[src/rtl/pipe_stage_buf.sv]
// Inter-stage pipeline buffer: valid/ready handshake, 2-entry skid with registered ready,
// hold/flush and NOP on empty. Optional perf counters under PIPE_STAGE_BUF_PERF_EN.
module pipe_stage_buf #(
  parameter int DATA_W = 64,
  parameter logic [DATA_W-1:0] NOP_DATA = {DATA_W{1'b0}},
  parameter int CNT_W = 32
) (
  input  logic              clk,
  input  logic              rst,
  input  logic              in_valid,
  output logic              in_ready,
  input  logic [DATA_W-1:0] in_data,
  output logic              out_valid,
  input  logic              out_ready,
  output logic [DATA_W-1:0] out_data,
  input  logic              flush,
  input  logic              hold,
  output logic [1:0]        occupancy,
  output logic [CNT_W-1:0]  stall_cnt,
  output logic [CNT_W-1:0]  flush_cnt
);
  logic              main_valid, skid_valid, ready_q;
  logic [DATA_W-1:0] main_data, skid_data;
  logic              main_valid_n, skid_valid_n;
  logic [DATA_W-1:0] main_data_n, skid_data_n;
  logic              push, pop;

  assign occupancy = {1'b0, main_valid} + {1'b0, skid_valid};
  assign in_ready  = ready_q;
  assign out_valid = main_valid & ~hold;
  assign out_data  = main_valid ? main_data : NOP_DATA;
  assign push      = in_valid & ready_q;
  assign pop       = out_valid & out_ready;

  always_comb begin
    main_valid_n = main_valid;
    skid_valid_n = skid_valid;
    main_data_n  = main_data;
    skid_data_n  = skid_data;
    if (flush) begin
      main_valid_n = 1'b0;
      skid_valid_n = 1'b0;
    end else begin
      case (occupancy)
        2'd0: if (push) begin
          main_valid_n = 1'b1;
          main_data_n  = in_data;
        end
        2'd1: begin
          if (push && pop) begin
            main_data_n = in_data;
          end else if (push) begin
            skid_valid_n = 1'b1;
            skid_data_n  = in_data;
          end else if (pop) begin
            main_valid_n = 1'b0;
          end
        end
        default: if (pop) begin
          main_data_n  = skid_data;
          skid_valid_n = 1'b0;
        end
      endcase
    end
  end

  // ready is registered from next occupancy so out_ready never reaches in_ready combinationally
  always_ff @(posedge clk) begin
    if (rst) begin
      main_valid <= 1'b0;
      skid_valid <= 1'b0;
      ready_q    <= 1'b1;
    end else begin
      main_valid <= main_valid_n;
      skid_valid <= skid_valid_n;
      ready_q    <= ~(main_valid_n & skid_valid_n);
    end
  end

  // payload regs are not reset; valid bits gate them
  always_ff @(posedge clk) begin
    main_data <= main_data_n;
    skid_data <= skid_data_n;
  end

`ifdef PIPE_STAGE_BUF_PERF_EN
  logic [CNT_W-1:0] stall_q, flush_q;
  logic             stall_ev, flush_ev;
  assign stall_ev = (main_valid & ~pop) | (in_valid & ~ready_q);
  assign flush_ev = flush & (occupancy != 2'd0);
  always_ff @(posedge clk) begin
    if (rst) begin
      stall_q <= '0;
      flush_q <= '0;
    end else begin
      if (stall_ev && stall_q != {CNT_W{1'b1}}) stall_q <= stall_q + 1'b1;
      if (flush_ev && flush_q != {CNT_W{1'b1}}) flush_q <= flush_q + 1'b1;
    end
  end
  assign stall_cnt = stall_q;
  assign flush_cnt = flush_q;
`else
  assign stall_cnt = '0;
  assign flush_cnt = '0;
`endif
endmodule
[config.mk]
export PLATFORM = sky130hd
export DESIGN_NAME = pipe_stage_buf
export DESIGN_NICKNAME = d
export VERILOG_FILES = /design/src/rtl/pipe_stage_buf.sv
export SDC_FILE = /design/constraint.sdc
export NUM_CORES = 1
export LEC_CHECK = 0
export ABC_AREA = 1
export BUFFER_PORTS_ARGS = -buffer_cell sky130_fd_sc_hd__buf_2
export CAP_MARGIN = 20
export CORE_UTILIZATION = 35
export CTS_BUF_LIST = sky130_fd_sc_hd__clkbuf_2 sky130_fd_sc_hd__clkbuf_4 sky130_fd_sc_hd__clkbuf_8
export CTS_CLUSTER_DIAMETER = 100
export DETAILED_ROUTE_END_ITERATION = 7
export SETUP_SLACK_MARGIN = 0.05
export SYNTH_ARGS = -nofsm -noshare
export SYNTH_HDL_FRONTEND = slang
export SYNTH_SLANG_ARGS = --single-unit
[constraint.sdc]
create_clock -name clk -period 5.76 [get_ports clk]
set_input_delay 0.288 -clock clk [delete_from_list [all_inputs] [get_ports clk]]
set_output_delay 0.288 -clock clk [all_outputs]
set_load 0.02 [all_outputs]
* Word level (Yosys, flattened, before mapping)
Index checks and enable logic that the tools add are counted.
Operators by class: add/subtract/negate cells 1, eq/ne operators 3, multiplexer cells 16, bitwise gates (word level) 8, reduce and logical (&&, ||, !) cells 5
Operator list (number):
- 2-to-1 mux 64 bit | 4
- one-hot mux 64 bit (2 select lines) | 1
- 2-to-1 mux 1 bit | 9
- AND reduction 4 bit | 2
- bitwise AND 1 bit | 4
- != test 2 bit (second input constant) | 2
- NOT 1 bit | 4
- one-hot mux 1 bit (2 select lines) | 2
- nonzero test 3 bit | 1
- adder 1 x 1 -> 2 bit | 1
- equality test 2 x 1 -> 1 bit (second input constant) | 1
- logical NOT 2 bit | 1
- logical AND 1 bit | 1
Storage, ports and cells: bits in registers 131, output and inout bits 132

* Depth between registers and ports, before layout
depth in word-level cells 10, depth in mapped cells 8

* Worst setup path after synthesis
Ideal clock, no wire load.
kind register to register, start point register main_valid, end point register skid_data[0] (enable), setup time 0.565 ns, arrival 5.382 ns, required time 5.195 ns, path slack -0.187 ns, cell stages (with the launch flop) 5, cell sequence dfxtp_1 > inv_1 > ha_1 > o21ai_0 > nor3_1
Between the ends: elaborated cells between the ends (all ways) 7, those cells by class add/sub (1); eq/ne (1); bitwise (3); reduce/logical (2)
RTL lines:
- start, declared | line 22 | logic main_valid, skid_valid, ready_q;
- start signal, assigned | line 74 | main_valid <= main_valid_n;
- adder 1 x 1 -> 2 bit | line 28 | assign occupancy = {1'b0, main_valid} + {1'b0, skid_valid};
- named net occupancy[0] | line 18 | output logic [1:0] occupancy,
- equality test 2 x 1 -> 1 bit | line 44 | case (occupancy)
- AND reduction 4 bit (no line)
- end signal, assigned | line 83 | skid_data <= skid_data_n;
- end, declared | line 23 | logic [DATA_W-1:0] main_data, skid_data;
The timed path passes the listed nets, and every way through them passes these cells. A chain may end at the register's enable or synchronous reset.

* Worst setup path in the final report
start point register main_valid, end point register main_data[54] (enable)
Between the ends: longest elaborated chain between the ends 5, elaborated cells between the ends (all ways) 10, those cells by class add/sub (1); eq/ne (3); bitwise (2); reduce/logical (4)
RTL lines:
- bitwise AND 1 bit | line 30 | assign out_valid = main_valid & ~hold;
- bitwise AND 1 bit | line 33 | assign pop = out_valid & out_ready;
- logical AND 1 bit | line 50 | if (push && pop) begin
- != test 2 bit (no line)
- AND reduction 4 bit (no line) *
- end signal, assigned | line 82 | main_data <= main_data_n;
- end, declared | line 23
Every way passes the cells marked *; elsewhere a longest branch is shown, timed or not.

==> results by group <==
Synthesis
  – Multiplexer share of the synthesized area: 0%
  – Synth cell types: 19
  – Synth Area in Compound Gates: 0.830%
  – Post-synthesis xor/xnor area fraction: 0%
  – Synthesized area: 5880 µm²
  – Avg Cell Area, Syn: 10.3 µm²
  – Largest family of logic cells by synthesized area: simple AND/OR/NAND/NOR gates
  – Adder-cell area share of the yosys netlist: less than 1%
  – Yosys warns: 0
  – Synth Register Bits: 131
  – Mapped Cells: between 500 and 600
  – Sequential area share after synthesis: about two thirds
  – Simple-gate share of the synthesized area: 17.6%

Die
  – IO Pins: 202
  – Die extent in x: ~130 µm
  – Std-Cell Rows: 47
  – Initial Util: between 30% and 40%
  – CORE AREA: roughly 16000 µm²
  – Die Y: roughly 130 µm
  – Die area: 17300 µm²

Clocking
  – Clock transition at the registers of the reported paths: around 0.08 ns
  – Post-cts resize count: 0
  – Root Driver: clkbuf_8
  – Post-CTS setup buffer count: 0
  – CTS tree: yes
  – Clock buffer depth: 2
  – Hold_buf cts: 0
  – Clk_lat worst skew: between 0.4 and 0.5 ns
  – Sink Count: 131
  – H-tree levels: 4
  – Num CTS Buffers: 17

Worst setup path
  – Critical path type: reg2reg
  – Critical path, cell by cell: buf_4 -> inv_1 -> ha_1 -> o21ai_0 -> and3_2 -> buf_4
  – Critical path peak fanout: 37
  – CP required: between 5 and 6 ns
  – Crit path top cell by count: buf_4
  – Worst setup SP type: register
  – Top delay family on crit path: buffers and inverters
  – Slowest library cell on the worst path: dfxtp_2
  – Buf+Inv Stages, Crit Path: 3
  – CP arrival: around 3.6 ns
  – Critical Path End Type: register
  – Max incr delay on CP: about 0.71 ns

Timing
  – Period minus WS final: 3.51 ns
  – Final Cycle Share: slightly above 60%
  – Final hold violation count: 0
  – Clk_skew: 0.0143 ns
  – Setup Viol. Count Final: 0
  – Setup TNS: 0 ns
  – Worst-Margin Slew: about 0.85 ns
  – RSZ-0062 raised after global routing: no
  – WHS: roughly 0.05 ns
  – Fmax: 285 MHz
  – Slew headroom: 43.5%
  – Max-slew violations: 0

Detailed routing
  – WL per Instance: around 12 µm
  – Initial DRC Count: roughly 160
  – Post-Route WL: ~11 mm
  – Antenna viol nets, final: 0
  – Remaining routing DRC violations: 0
  – Initial DRT Pass Iterations: 4
  – Vias: roughly 3.8k
  – Drt via density: 3.99

Cells and area
  – Fill cells: between 1.5k and 2k
  – Multi-input combinational cell area: 1360 µm²
  – Final core occ: 41.9%
  – Seq. cell area: a little under 4000 µm²
  – P&R area growth vs syn: 17.2%
  – Diode count: 0
  – Final instance area: 6890 µm²
  – Ratio of cells with drive above 1 in the final layout: roughly a quarter
  – Nets: between 700 and 800

Pwr
  – Pwr dens: between 200 and 300 nW/µm²
  – Psw: 480 µW
  – Clock power frac: a little over a third
  – Leakage: around 3.5 nW
  – Sequential Power Share: 55.9%
  – Max IR drop VDD: roughly 0.00012 V
  – Switch share: roughly a quarter
  – Pint: around 1.5 mW
  – Logic pwr share: under 10%

Placed design
  – HPWL Detailed: 7.52 mm
  – DP Area: between 6000 and 7000 µm²
  – Placer Congestion: a little over 0.7
  – Port-buffer cells: about 140

Global routing
  – Gr usage total: 13.5%
  – Antenna violations before repair: 0
  – Largest net degree at the start of global routing: between 60 and 70
  – Vias in the first global route: around 3.5k
  – Gr ovfl total: 0
  – First-pass GRT wire length: around 18 mm

Flow run
  – Max cap viols: 0

Min path
  – HP Class: in2reg

Status
  – Status: completed
## synth_stat cells
cell | number | area share [%]
a211oi_1 | 1 | 0.13
a21boi_1 | 1 | 0.13
a21oi_1 | 3 | 0.26
a31oi_1 | 1 | 0.11
and3_1 | 1 | 0.11
buf_2 | 14 | 1.2
buf_4 | 71 | 9.1
conb_1 | 1 | 0.064
dfxtp_1 | 3 | 1.0
edfxtp_1 | 128 | 65
ha_1 | 2 | 0.43
inv_1 | 69 | 4.4
inv_2 | 1 | 0.064
nand2_1 | 265 | 17
nand3_1 | 4 | 0.34
nor2_1 | 2 | 0.13
nor3_1 | 1 | 0.085
o211ai_1 | 1 | 0.13
o21ai_0 | 1 | 0.085
## power groups by stage
stage | clock [mW] | sequential (mW) | combinational [mW]
global placement | 0 | 1.12 | 0.175
finish | 0.694 | 1.10 | 0.175
CTS | 0.719 | 1.10 | 0.178
global route | 0.755 | 1.11 | 0.195
detailed placement | 0 | 1.12 | 0.177
floorplan | 0 | 1.12 | 0.148
## stage by stage
| stage | total power, mW | worst slack (ns) | std cells |
|---|---|---|---|
| after detailed placement | 1.30 | 2.13 | 910 |
| after global routing | 2.06 | 1.89 | 941 |
| after CTS | 2.00 | 2.12 | 941 |
| final | 1.97 | 2.25 | 941 |
| after floorplan | 1.27 | 1.75 | 633 |
| after global placement | 1.30 | 2.20 | 909 |
## cell usage in the layout (no fill, tap or decap), types with 3 or more instances in the layout
cell type / count
clkbuf_4: 4
edfxtp_1: 128
clkinv_2: 4
clkinvlp_4: 5
buf_4: 4
buf_2: 137
a21oi_1: 3
clkbuf_8: 17
nand3_1: 4
conb_1: 64
inv_1: 69
nand2_1: 265
## worst paths after layout
kind                                   to  slack (ns)  cells after the start                     from
setup / recovery  main_data[54]$_DFFE_PP_        2.25                      6    main_valid$_SDFF_PP0_
hold / removal    skid_data[28]$_DFFE_PP_        0.05                      1              in_data[28]
setup reg to reg  main_data[54]$_DFFE_PP_        2.25                      6    main_valid$_SDFF_PP0_
hold reg to reg   main_data[26]$_DFFE_PP_        0.51                      2  skid_data[26]$_DFFE_PP_
## worst register-to-register path, delay by kind of cell (launching register included)
kind                       cells  cell delay (ns)
buffers and inverters          3             1.18
DFF                            1             0.71
and+or+nand+nor                1             0.69
adders and majority gates      1             0.38
AOI/OAI and AO/OA              1             0.18
## cell type report
class | instances | share of cell area [%]
timing repair buffer | 142 | 10.7
clock buffer | 21 | 3.83
clock inverter | 10 | 1.27
multi-input combinational | 347 | 19.8
inverter | 70 | 3.81
tap | 220 | 3.99
sequential | 131 | 56.7
## kinds of logic (layout without fill, tap and decap cells)
group	count (synthesis)	in the layout
AND/OR/NAND/NOR	273	273
buffers and inverters	155	243
flip-flops	131	131
AO/OA/AOI/OAI	8	8
adder cells (fa/ha/maj)	2	2
other	1	64
## state kept, by name, indices dropped and copies added (netlist names)
register / count
main_data: 64
skid_data: 64
skid_valid: 1
main_valid: 1
in_ready: 1
## routing by layer
layer | global-route usage, % | wire length, µm | part of all wire (%)
met3 | 4.28 | 570 | 5.1
met5 | 0 | 0 | 0
met2 | 22.7 | 5530 | 50
met1 | 15.9 | 4810 | 43
met4 | 5.62 | 180 | 1.6
No activity file was read; power rests on OpenSTA's default activity.
